### config.mk
export PLATFORM = sky130hd
export DESIGN_NAME = led_effect_seq
export DESIGN_NICKNAME = d
export VERILOG_FILES = /design/src/rtl/led_effect_seq.sv
export SDC_FILE = /design/constraint.sdc
export NUM_CORES = 1
export LEC_CHECK = 0
export ABC_AREA = 1
export BUFFER_PORTS_ARGS = -buffer_cell sky130_fd_sc_hd__buf_2
export CAP_MARGIN = 20
export CORE_ASPECT_RATIO = 0.7
export CORE_MARGIN = 3
export CORE_UTILIZATION = 50
export CTS_CLUSTER_SIZE = 12
export DETAILED_ROUTE_END_ITERATION = 8
export PLACE_DENSITY_LB_ADDON = 0.3
export RECOVER_POWER = 50
export SETUP_SLACK_MARGIN = 0.4
export SKIP_LAST_GASP = 1
export SYNTH_ARGS = -nofsm -noshare
export SYNTH_HDL_FRONTEND = slang
export SYNTH_SLANG_ARGS = --single-unit
### constraint.sdc
create_clock -name clk -period 1.8 [get_ports clk]
set_input_delay 0 -clock clk [delete_from_list [all_inputs] [get_ports clk]]
set_output_delay 0 -clock clk [all_outputs]
set_load 0.1 [all_outputs]
### src/rtl/led_effect_seq.sv
// led_effect_seq: pattern sequencer feeding the 8-LED SIPO effect chain.
// Synchronises the board switches, divides clk down to a step rate and
// emits s_in / lr / step for the downstream shift register.
// Optional build macro: SW_DEBOUNCE_EN adds a per-bit switch debouncer
// (DEB_CYCLES stable cycles) between the synchroniser and mode decoding.
module led_effect_seq #(
  parameter int DIV        = 25000000,
  parameter int W          = 8,
  parameter int DEB_CYCLES = 250000
) (
  input  logic       clk,
  input  logic       reset,
  input  logic [3:0] sw,
  output logic       s_in,
  output logic       lr,
  output logic       step,
  output logic [2:0] mode
);

  localparam int CW = $clog2(DIV);
  localparam int PW = $clog2(2 * W);

  localparam logic [CW-1:0] PRESC_LAST = CW'(DIV - 1);
  localparam logic [PW-1:0] POS_LAST   = PW'(2 * W - 1);
  localparam logic [PW-1:0] W_POS      = PW'(W);
  localparam logic [PW-1:0] W_LAST     = PW'(W - 1);

  typedef enum logic [2:0] {
    MODE_DOT_R   = 3'd0,
    MODE_DOT_L   = 3'd1,
    MODE_FILL_R  = 3'd2,
    MODE_FILL_L  = 3'd3,
    MODE_BOUNCE  = 3'd4,
    MODE_CHECKER = 3'd5,
    MODE_FREEZE6 = 3'd6,
    MODE_FREEZE7 = 3'd7
  } mode_e;

  if (DIV < 2 || W < 2 || DEB_CYCLES < 1) begin : g_param_check
    $error("led_effect_seq: DIV and W must be >= 2 and DEB_CYCLES >= 1");
  end

  logic [3:0]    sync1;
  logic [3:0]    sw_s;
  logic [3:0]    sw_dec;
  mode_e         mode_q, mode_d;
  logic [CW-1:0] presc_q, presc_d;
  logic [PW-1:0] pos_q, pos_d;
  logic          s_in_q, lr_q;
  logic          s_in_d, lr_d;
  logic          mode_load;
  logic          pause;
  logic          at_wrap;
  logic          step_c;
  logic          step_mode;

  // Pattern table: returns {lr, s_in} for a mode and the position the step applies.
  function automatic logic [1:0] pattern(input mode_e m, input logic [PW-1:0] p);
    logic lo_half;
    logic dot;
    lo_half = (p < W_POS);
    dot     = (p == W_LAST) || (p == POS_LAST);
    case (m)
      MODE_DOT_R:   pattern = {1'b1, dot};
      MODE_DOT_L:   pattern = {1'b0, dot};
      MODE_FILL_R:  pattern = {1'b1, lo_half};
      MODE_FILL_L:  pattern = {1'b0, lo_half};
      MODE_BOUNCE:  pattern = {lo_half, lo_half};
      MODE_CHECKER: pattern = {1'b1, ~p[0]};
      default:      pattern = {1'b1, 1'b0};
    endcase
  endfunction

  // Two-flop synchroniser for the asynchronous board switches.
  always_ff @(posedge clk) begin
    if (reset) begin
      sync1 <= '0;
      sw_s  <= '0;
    end else begin
      sync1 <= sw;
      sw_s  <= sync1;
    end
  end

`ifdef SW_DEBOUNCE_EN
  localparam int DCW = $clog2(DEB_CYCLES + 1);
  localparam logic [DCW-1:0] DEB_LAST = DCW'(DEB_CYCLES - 1);

  logic [3:0]     sw_deb;
  logic [DCW-1:0] deb_cnt [4];

  // Per-bit debounce: accept a new level only after it has persisted unbroken.
  always_ff @(posedge clk) begin
    if (reset) begin
      sw_deb <= '0;
      for (int i = 0; i < 4; i++) deb_cnt[i] <= '0;
    end else begin
      for (int i = 0; i < 4; i++) begin
        if (sw_s[i] == sw_deb[i]) begin
          deb_cnt[i] <= '0;
        end else if (deb_cnt[i] == DEB_LAST) begin
          sw_deb[i]  <= sw_s[i];
          deb_cnt[i] <= '0;
        end else begin
          deb_cnt[i] <= deb_cnt[i] + 1'b1;
        end
      end
    end
  end

  assign sw_dec = sw_deb;
`else
  assign sw_dec = sw_s;
`endif

  // Next-state logic: mode load beats pause, pause beats the step strobe.
  always_comb begin
    mode_d    = mode_q;
    presc_d   = presc_q;
    pos_d     = pos_q;
    mode_load = (sw_dec[2:0] != mode_q);
    pause     = sw_dec[3];
    at_wrap   = (presc_q == PRESC_LAST);
    step_mode = (mode_q != MODE_FREEZE6) && (mode_q != MODE_FREEZE7);
    step_c    = at_wrap && !pause && !mode_load && step_mode && !reset;

    if (mode_load) begin
      mode_d  = mode_e'(sw_dec[2:0]);
      presc_d = '0;
      pos_d   = '0;
    end else if (!pause) begin
      presc_d = at_wrap ? '0 : presc_q + 1'b1;
      if (step_c) begin
        pos_d = (pos_q == POS_LAST) ? '0 : pos_q + 1'b1;
      end
    end

    {lr_d, s_in_d} = pattern(mode_d, pos_d);
  end

  // State and registered outputs; s_in/lr always reflect the upcoming step.
  always_ff @(posedge clk) begin
    if (reset) begin
      mode_q  <= MODE_DOT_R;
      presc_q <= '0;
      pos_q   <= '0;
      s_in_q  <= 1'b0;
      lr_q    <= 1'b1;
    end else begin
      mode_q  <= mode_d;
      presc_q <= presc_d;
      pos_q   <= pos_d;
      s_in_q  <= s_in_d;
      lr_q    <= lr_d;
    end
  end

  assign s_in = s_in_q;
  assign lr   = lr_q;
  assign step = step_c;
  assign mode = mode_q;

endmodule

==> results_dict.tcl, run 1 <==
set metrics [dict create \
    via_count 2250 \
    die_height_microns 61.3 \
    multi_input_comb_area_sq_mm 0.00141 \
    antenna_found_initial 0 \
    port_buffers 11 \
    period_needed_ps 1870 \
    initial_core_util 0.537 \
    final_antenna_net_count 0 \
    hold_path_depth 2 \
    syn-mean-instance-area_sq_um 7.28 \
    int_pwr_uw 1300 \
    synth_edf_count 0 \
    regToRegStartpoint "presc_q[1]$_SDFFE_PP0N_" \
    drt_iter0_markers 177 \
    clock_sinks 42 \
    min-delay-path-class "input port to register" \
    clk_root_buffer_cell "sky130_fd_sc_hd__clkbuf_8" \
    placeableCoreArea_sq_mm 0.00407 \
    crit_path_end_kind "register" \
    n_antenna_cell 0 \
    final.setup.tns_ps -92.6 \
    reg2reg_slack_ps -70 \
    p_seq_frac 0.524 \
    relSlewSlack 0.673 \
    clock_tree.buffer_depth 2 \
    violations_in_the_final_reports "setup timing" \
    detail_route.vias_per_cell 5.56 \
    drt-pass1-iter-count 5 \
    numPlacedInstances 370 \
    ys_dominant_reg_cell "sky130_fd_sc_hd__dfxtp_1" \
    r2r_end "s_in$_SDFF_PP0_" \
    final-max-slew-violation-count 0 \
    overflow 0 \
    rows 19 \
    fmaxAchievable_mhz 533 \
    synth.net_count 308 \
    layout.area.seq_sq_um 878 \
    number_of_nets_in_the_finished_design 360 \
    hold-path-endpoint "pos_q[0]$_SDFF_PP0_" \
    required_ps 2040 \
    layout_worst_path_cycle_share 1.04 \
    reg2regPathDepth 13 \
    routabilityCongestion 0.922 \
    die_x_microns 85.0 \
    crit_path_max_incr_delay_ps 380 \
    design.die.area_sq_mm 0.00521 \
    htree_levels 2 \
    arrival_ps 2110 \
    yosysUniqueCellTypes 32 \
    layout-drive-gt1-share 0.459 \
    p_switching_uw 522 \
    insertion_delay_ps 310 \
    cellLeakagePower_uw 0.00124 \
    share_clk_of_total_power 0.354 \
    cts_buffers 5 \
    hold_path_startpoint "reset" \
    postLayoutCoreUtil 0.751 \
    path_class "register to register" \
    cp_slowest_cell "sky130_fd_sc_hd__dfxtp_4" \
    post-synth-top-count-cell "sky130_fd_sc_hd__nand2_1" \
    flow.area_growth_from_synthesis_pct 39.9 \
    hpwl_microns 3530 \
    final.fill_count 273 \
    clk_pin_slew_worst_paths_ps 90 \
    postPlaceCellArea_sq_mm 0.00241 \
    yosys-top-cells-count "sky130_fd_sc_hd__nand2_1 (50), sky130_fd_sc_hd__nor2_1 (46), sky130_fd_sc_hd__dfxtp_1 (42), sky130_fd_sc_hd__inv_1 (42), sky130_fd_sc_hd__a21oi_1 (14)" \
    post_route_design_area_sq_mm 0.00305 \
    power.combinational.fraction 0.121 \
    worst_slew_pin_slew_ps 486 \
    synth_largest_area_cell "sky130_fd_sc_hd__dfxtp_1" \
    layout_setup_ws_ps -74.9 \
    number_of_endpoints_with_negative_hold_slack_in_the_final_report 0 \
    maximum_number_of_pins_on_one_net_before_global_route_repair 17 \
    finish.cell_count_without_fillers 405 \
    io_pins 12 \
    grt_pass1_vias 1862 \
    grt_setup_unrepaired "yes" \
    timing.critical_path.fanout_max 3 \
    synth_cells 300 \
    drcViolationCount 0 \
    synth_sequential_area_ratio 0.385 \
    netlist_top_cells_area "sky130_fd_sc_hd__dfxtp_1 (39%), sky130_fd_sc_hd__nand2_1 (8.6%), sky130_fd_sc_hd__nor2_1 (7.9%), sky130_fd_sc_hd__inv_1 (7.2%), sky130_fd_sc_hd__a21oi_1 (3.2%)" \
    run_status "finished, violations left" \
    maxCapViolCount 0 \
    p_per_area_mw_per_mm2 597 \
    routedWlPerCell_microns 15.5 \
    report.final.setup_viol 2 \
    routed_wl_microns 6290 \
    p_sw_frac 0.286 \
    syn-cell-area_sq_mm 0.00218 \
    synth_top_cell_area_share 0.385 \
    synthesis_warning_total 0 \
    clock_tree_from_tritoncts "built" \
    postSynthRegisterBits 42 \
    asyncSetResetFlopFracSynth 0 \
    max-vdd-ir-drop_mv 0.750 \
    finClkSkew_ps 7.02 \
    grt_first_pass_wirelength_microns 8730 \
    path_cells "ha_4 > nand2_4 > nor2_4 > nand2_1 > nor3_2 > nand3_1 > nor2_2 > nand2_1 > nand2_2 > nand3_2 > nor2_2 > nor2_1 > nor2_1" \
    tot_gr_track_use 0.219 \
    hold_slack_ps 60.2 \
    timing.critical_path.from_type "register" \
]
## kinds of logic after synthesis
family	count (synthesis)	share of synthesized area
simple gates	165	0.397
buf+inv	56	0.101
xor+xnor	5	0.0201
flops	42	0.385
compound gates	30	0.0860
fa+ha+maj	2	0.0115
## metal layers
metal,up-vias,track usage,routed length [microns]
li1,1066,-,-
met1,1036,0.299,2740
met2,122,0.327,2840
met3,26,0.0628,518
met4,0,0.0926,194
met5,-,0,0
## flip-flops by register name, indices dropped and copies added, names as in the netlist
register	flops
sync1	4
s_in	1
pos_q	4
mode	3
presc_q	25
lr	1
sw_dec	4
## how the worst max path moves through the flow
stage / startpoint / to / slack [ps] / cells past startpoint
finish: presc_q[1]$_SDFFE_PP0N_ / s_in$_SDFF_PP0_ / -70 / 13
global route: presc_q[1]$_SDFFE_PP0N_ / s_in$_SDFF_PP0_ / -250 / 13
CTS: presc_q[1]$_SDFFE_PP0N_ / s_in$_SDFF_PP0_ / 110 / 13
detailed placement: presc_q[1]$_SDFFE_PP0N_ / s_in$_SDFF_PP0_ / -60 / 13
global placement: presc_q[1]$_SDFFE_PP0N_ / s_in$_SDFF_PP0_ / -50 / 12
floorplan: mode[2]$_SDFF_PP0_ / presc_q[18]$_SDFFE_PP0N_ / 140 / 8
## power by group through the flow
stage          clock network [uW]  registers, uW  logic [uW]
6_report                      646            956         221
5_1_grt                       696            958         235
4_1_cts                       647            958         174
3_5_place_dp                    0            978         136
3_3_place_gp                    0            977         136
2_1_floorplan                   0           1010        76.7
## metrics by stage
stage | total power, uW | setup WS (ps)
global route | 1890 | -248
global placement | 1110 | -46.1
finish | 1820 | -74.9
floorplan | 1080 | 136
CTS | 1780 | 107
detailed placement | 1110 | -60.8
## cells in the final DEF (no fill, tap or decap), types with 6 or more instances in the layout
| cell | count |
|---|---|
| sky130_fd_sc_hd__nor2_1 | 39 |
| sky130_fd_sc_hd__dfxtp_1 | 28 |
| sky130_fd_sc_hd__nor2_2 | 7 |
| sky130_fd_sc_hd__buf_4 | 25 |
| sky130_fd_sc_hd__buf_2 | 10 |
| sky130_fd_sc_hd__nand3_4 | 6 |
| sky130_fd_sc_hd__nor2_4 | 9 |
| sky130_fd_sc_hd__nand4_1 | 9 |
| sky130_fd_sc_hd__inv_2 | 14 |
| sky130_fd_sc_hd__nor3_2 | 6 |
| sky130_fd_sc_hd__inv_1 | 34 |
| sky130_fd_sc_hd__buf_6 | 7 |
| sky130_fd_sc_hd__nand2_1 | 39 |
| sky130_fd_sc_hd__dfxtp_2 | 6 |
| sky130_fd_sc_hd__dfxtp_4 | 8 |
| sky130_fd_sc_hd__a21oi_1 | 9 |
| sky130_fd_sc_hd__nand3_1 | 8 |
| sky130_fd_sc_hd__nand3_2 | 6 |
| sky130_fd_sc_hd__nand2_2 | 16 |
## cell type report
cell class,count,area share
multi-input combinational,202,0.463
sequential,42,0.288
timing repair buffer,47,0.123
inverter,53,0.0709
clock buffer,5,0.0225
tap,52,0.0213
clock inverter,3,0.00778
timing repair inverter,1,0.00369
## worst max-delay path, delay by kind of cell (launching register included)
family	cells	cell delay (ps)
DFF	1	380
adders and majority gates	1	160
and+or+nand+nor	12	1260
## repair_timing
item | in CTS | in global routing
hold buffers | 4 | 0
cloned | 1 | 0
resized for setup | 51 | 46
hold endpoints to repair | 4 | 0
pin swaps | 13 | 20
setup buffers | 14 | 8
endpoints found under the setup margin | 29 | 32
(Power assumes the default switching activity.)
==> run 2: changes to the inputs <==
- PLACE_DENSITY: not set -> 0.67
- PLACE_DENSITY_LB_ADDON: 0.3 -> not set
- SLEW_MARGIN: not set -> 10
==> results_dict.tcl, run 2 (same netlist as run 1, synthesis figures left out) <==
set metrics [dict create \
    run_status "finished, violations left" \
    violations_in_the_final_reports "setup timing" \
    die_x_microns 85.0 \
    grt_setup_unrepaired "yes" \
    reg2regPathDepth 11 \
    final_antenna_net_count 0 \
    final_common_cell "sky130_fd_sc_hd__nand2_1" \
    crit_path_max_incr_delay_ps 380 \
    antenna_found_initial 0 \
    final-max-slew-violation-count 0 \
    htree_levels 2 \
    max-vdd-ir-drop_mv 0.417 \
    maximum_number_of_pins_on_one_net_before_global_route_repair 17 \
    critPathBufInv 1 \
    via_count 2346 \
    drt-pass1-iter-count 5 \
    report.final.setup_viol 1 \
    timing.critical_path.from_type "register" \
    layout_setup_ws_ps -120 \
    cp_slowest_cell "sky130_fd_sc_hd__nor3_1" \
    arrival_ps 2110 \
    cts_buffers 5 \
    layout_worst_path_cycle_share 1.07 \
    hold_slack_ps 71.8 \
    n_antenna_cell 0 \
    number_of_endpoints_with_negative_hold_slack_in_the_final_report 0 \
    drt_iter0_markers 297 \
    timing.critical_path.fanout_max 5 \
    fmaxAchievable_mhz 521 \
    tot_gr_track_use 0.228 \
    flow.area_growth_from_synthesis_pct 43.4 \
    placeableCoreArea_sq_mm 0.00407 \
    regToRegStartpoint "presc_q[5]$_SDFFE_PP0N_" \
    path_class "register to register" \
    crit_family "simple AND/OR/NAND/NOR gates" \
    insertion_delay_ps 300 \
    max_flop_register "presc_q" \
    largest_register_ff_count 25 \
    clock_tree_from_tritoncts "built" \
    layout-drive-gt1-share 0.475 \
    worst_slew_pin_slew_ps 1160 \
    final.setup.tns_ps -120 \
    grt_first_pass_wirelength_microns 9230 \
    final_cell_mix "sky130_fd_sc_hd__nand2_1 (40), sky130_fd_sc_hd__nor2_1 (39), sky130_fd_sc_hd__buf_4 (33), sky130_fd_sc_hd__inv_1 (32), sky130_fd_sc_hd__dfxtp_1 (20)" \
    die_height_microns 61.3 \
    clk_pin_slew_worst_paths_ps 90 \
    crit_path_end_kind "register" \
    cellLeakagePower_uw 0.00129 \
    number_of_nets_in_the_finished_design 371 \
    p_per_area_mw_per_mm2 580 \
    routabilityCongestion 0.862 \
    routed_wl_microns 6800 \
    grt_pass1_vias 1965 \
    detail_route.vias_per_cell 5.64 \
    critPathCapture "s_in$_SDFF_PP0_" \
    io_pins 12 \
    relSlewSlack 0.228 \
    rows 19 \
    critPathLaunch "presc_q[5]$_SDFFE_PP0N_" \
    port_buffers 11 \
    finClkSkew_ps 4.19 \
    routedWlPerCell_microns 16.3 \
    r2r_end "s_in$_SDFF_PP0_" \
    required_ps 1990 \
    path_cells "nand2_2 > inv_2 > nand2_1 > nor3_1 > nand3_1 > nor2_2 > nand3_1 > nand3_1 > nor2_1 > nor2_1 > nor2_1" \
    drcViolationCount 0 \
    clock_sinks 42 \
    period_needed_ps 1920 \
    reg2reg_slack_ps -120 \
    design.die.area_sq_mm 0.00521 \
    clock_tree.buffer_depth 2 \
    min-delay-path-class "input port to register" \
    clk_root_buffer_cell "sky130_fd_sc_hd__clkbuf_8" \
    initial_core_util 0.537 \
    maxCapViolCount 0 \
    hpwl_microns 3650 \
    overflow 0 \
    worstSetupPathDepth 11 \
]
==> run 2: final cells by class <==
type                    count  area [sq um]
inverters                  53           211
repair inverters            1          11.3
multi-input cells         202          1400
flip-flops and latches     42           886
well taps                  52          65.1
clock buffers               5          68.8
fillers                   260           933
clock inverters             3          25.0
repair buffers             58           465
==> run 2: power by group <==
group	internal [uW]	leakage, uW	total, uW	switching [uW]
Sequential	940	0.000354	957	17.3
Clock	280	0.0000447	642	362
Combinational	79.1	0.000890	216	137
==> run 2: how the worst min path moves through the flow <==
stage	startpoint	end	slack, ps	cells after the start
6_report	reset	s_in$_SDFF_PP0_	70	2
5_1_grt	reset	sw_dec[2]$_SDFF_PP0_	80	2
4_1_cts	reset	pos_q[3]$_SDFF_PP0_	60	2
3_5_place_dp	sw[2]	sync1[2]$_SDFF_PP0_	210	3
3_3_place_gp	sw[0]	sync1[0]$_SDFF_PP0_	200	3
2_1_floorplan	sw[0]	sync1[0]$_SDFF_PP0_	110	2
==> run 2: stage by stage <==
step                       util  std cells  cell area [sq um]  total power [uW]  worst slack [ps]
final                     0.770        416               3130              1820              -120
after detailed placement  0.593        370               2410              1110             -22.8
after CTS                 0.727        405               2960              1790               122
after global routing      0.770        416               3130              1880              -291
after floorplan               -        300               2220              1080               136
after global placement    0.593        370               2410              1110             -17.2
==> run 2: what timing repair did <==
item / CTS / global route
gates resized for setup: 67 / 36
hold buffers: 4 / 0
setup endpoints to repair: 29 / 30
hold endpoints to repair: 4 / 0
pin swaps: 15 / 14
buffers inserted: 22 / 11
gates cloned: 1 / 0
==> run 2: routing by layer <==
metal  up-vias  track usage  wire [microns]
met5         -            0               0
met1      1086        0.320            2950
li1       1096            -               -
met2       131        0.352            3010
met3        33       0.0468             553
met4         0       0.0813             290
==> run 2: worst register-to-register path, cell delays in order (launching register included) <==
cell and delay (ps):
sky130_fd_sc_hd__dfxtp_2 360, sky130_fd_sc_hd__nand2_2 120, sky130_fd_sc_hd__inv_2 120, sky130_fd_sc_hd__nand2_1 100
sky130_fd_sc_hd__nor3_1 380, sky130_fd_sc_hd__nand3_1 170, sky130_fd_sc_hd__nor2_2 170, sky130_fd_sc_hd__nand3_1 110
sky130_fd_sc_hd__nand3_1 100, sky130_fd_sc_hd__nor2_1 50, sky130_fd_sc_hd__nor2_1 90, sky130_fd_sc_hd__nor2_1 40
==> run 3: changes to the inputs <==
- CORE_MARGIN: 3 -> 2
- SKIP_CTS_REPAIR_TIMING: not set -> 1
==> results_dict.tcl, run 3 (same netlist as run 1, synthesis figures left out) <==
set metrics [dict create \
    finClkSkew_ps 9.85 \
    via_count 1956 \
    grt_setup_unrepaired "yes" \
    clk_root_buffer_cell "sky130_fd_sc_hd__clkbuf_8" \
    tot_gr_track_use 0.202 \
    crit_path_max_incr_delay_ps 380 \
    routed_wl_microns 5130 \
    layout_setup_ws_ps -17.2 \
    antenna_found_initial 0 \
    clock_sinks 42 \
    p_seq_frac 0.475 \
    htree_levels 2 \
    arrival_ps 2000 \
    path_cells "ha_4 > nand2_4 > nor2_4 > nand3_4 > nor2_8 > nand3_4 > nand2_4 > nand3_4 > nand3_1 > nand3_1 > nor2_1 > nor2_1" \
    reg2regPathDepth 12 \
    detail_route.vias_per_cell 4.98 \
    hpwl_microns 3520 \
    n_antenna_cell 0 \
    final-max-slew-violation-count 0 \
    hold_path_startpoint "reset" \
    period_needed_ps 1820 \
    initial_core_util 0.510 \
    min-delay-path-class "input port to register" \
    timing.critical_path.fanout_max 5 \
    drt_iter0_markers 124 \
    routedWlPerCell_microns 13.1 \
    number_of_nets_in_the_finished_design 345 \
    layout-drive-gt1-share 0.340 \
    io_pins 12 \
    timing.critical_path.from_type "register" \
    final_cell_mix "sky130_fd_sc_hd__nand2_1 (44), sky130_fd_sc_hd__nor2_1 (43), sky130_fd_sc_hd__inv_1 (39), sky130_fd_sc_hd__dfxtp_1 (29), sky130_fd_sc_hd__buf_4 (17)" \
    clock_tree_from_tritoncts "built" \
    hold_path_depth 2 \
    hold-path-endpoint "pos_q[3]$_SDFF_PP0_" \
    report.final.setup_viol 1 \
    maxCapViolCount 0 \
    grt_first_pass_wirelength_microns 7680 \
    cp_most_frequent_cell "sky130_fd_sc_hd__nand3_4" \
    flow.area_growth_from_synthesis_pct 28.2 \
    total_power_uw 2020 \
    drt-pass1-iter-count 4 \
    required_ps 1980 \
    p_per_area_mw_per_mm2 721 \
    int_pwr_uw 1550 \
    clk_pin_slew_worst_paths_ps 90 \
    hold_slack_ps 59.9 \
    final.fill_count 378 \
    clock_tree.buffer_depth 2 \
    cts_buffers 5 \
    die_height_microns 59.3 \
    drcViolationCount 0 \
    number_of_endpoints_with_negative_hold_slack_in_the_final_report 0 \
    power.combinational.fraction 0.079 \
    worst_slew_pin_slew_ps 483 \
    cp_slowest_cell "sky130_fd_sc_hd__dfxtp_4" \
    maximum_number_of_pins_on_one_net_before_global_route_repair 17 \
    r2r_end "s_in$_SDFF_PP0_" \
    share_clk_of_total_power 0.446 \
    insertion_delay_ps 300 \
    regToRegStartpoint "presc_q[0]$_SDFFE_PP0N_" \
    grt_pass1_vias 1572 \
    max-vdd-ir-drop_mv 0.492 \
    die_x_microns 83.0 \
    final_antenna_net_count 0 \
    reg2reg_slack_ps -20 \
    path_class "register to register" \
    crit_path_end_kind "register" \
    final_common_cell "sky130_fd_sc_hd__nand2_1" \
    p_switching_uw 468 \
    routabilityCongestion 0.837 \
    design.die.area_sq_mm 0.00492 \
    run_status "finished, violations left" \
    layout_worst_path_cycle_share 1.01 \
    fmaxAchievable_mhz 550 \
    placeableCoreArea_sq_mm 0.00428 \
    max_flop_register "presc_q" \
    cellLeakagePower_uw 0.00116 \
    relSlewSlack 0.680 \
    largest_register_ff_count 25 \
    port_buffers 11 \
    p_sw_frac 0.232 \
    overflow 0 \
    violations_in_the_final_reports "setup timing" \
    rows 20 \
]
[run 3: cell types whose count changed in the layout (fill, tap and decap cells not counted), sizes merged]
cell      delta
buf         -19
clkbuf       -6
bufinv       +2
inv          -2
clkinvlp     -1
[run 3: worst max-delay path by stage]
stage / from / to / slack [ps] / cells past startpoint
2_1_floorplan: mode[2]$_SDFF_PP0_ / presc_q[18]$_SDFFE_PP0N_ / 140 / 8
3_3_place_gp: presc_q[1]$_SDFFE_PP0N_ / s_in$_SDFF_PP0_ / -30 / 12
3_5_place_dp: presc_q[1]$_SDFFE_PP0N_ / s_in$_SDFF_PP0_ / -30 / 12
4_1_cts: presc_q[1]$_SDFFE_PP0N_ / s_in$_SDFF_PP0_ / -110 / 12
5_1_grt: presc_q[0]$_SDFFE_PP0N_ / s_in$_SDFF_PP0_ / -170 / 13
6_report: presc_q[0]$_SDFFE_PP0N_ / s_in$_SDFF_PP0_ / -20 / 12
[run 3: power by group through the flow]
stage / Clock [uW] / Sequential (uW) / Combinational [uW]
global placement: 0 / 977 / 134
CTS: 914 / 956 / 136
detailed placement: 0 / 978 / 135
floorplan: 0 / 1010 / 76.7
global route: 961 / 961 / 172
finish: 901 / 958 / 160
[run 3: routing by layer]
layer  vias up  global-route usage  part of all wire
li1       1041                   -                 -
met1       870               0.315              0.52
met2        42               0.274              0.41
met3         3              0.0460             0.060
met4         0              0.0562            0.0049
met5         -                   0                 0
[run 3: cell type report]
type	count	area (sq um)	share of cell area
multi-input cells	202	1260	0.451
well taps	55	68.8	0.0246
clock buffers	5	68.8	0.0246
flip-flops and latches	42	870	0.311
clock inverters	3	68.8	0.0246
inverters	53	211	0.0755
repair buffers	33	249	0.0890
[run 3: per-stage QoR]
stage,instance area (sq um),TNS (ps),instances,setup slack [ps],utilization
after floorplan,2220,0,300,136,-
after global placement,2410,-28.1,372,-28.1,0.562
after detailed placement,2410,-28.0,372,-28.0,0.562
after CTS,2540,-131,380,-107,0.594
after global routing,2800,-234,393,-173,0.654
final,2800,-17.2,393,-17.2,0.654
[run 3: critical path: cells and delay by family, from the launching register on]
kind	cells	cell delay [ps]
AND/OR/NAND/NOR	11	1170
flip-flops	1	380
adder cells (fa/ha/maj)	1	160
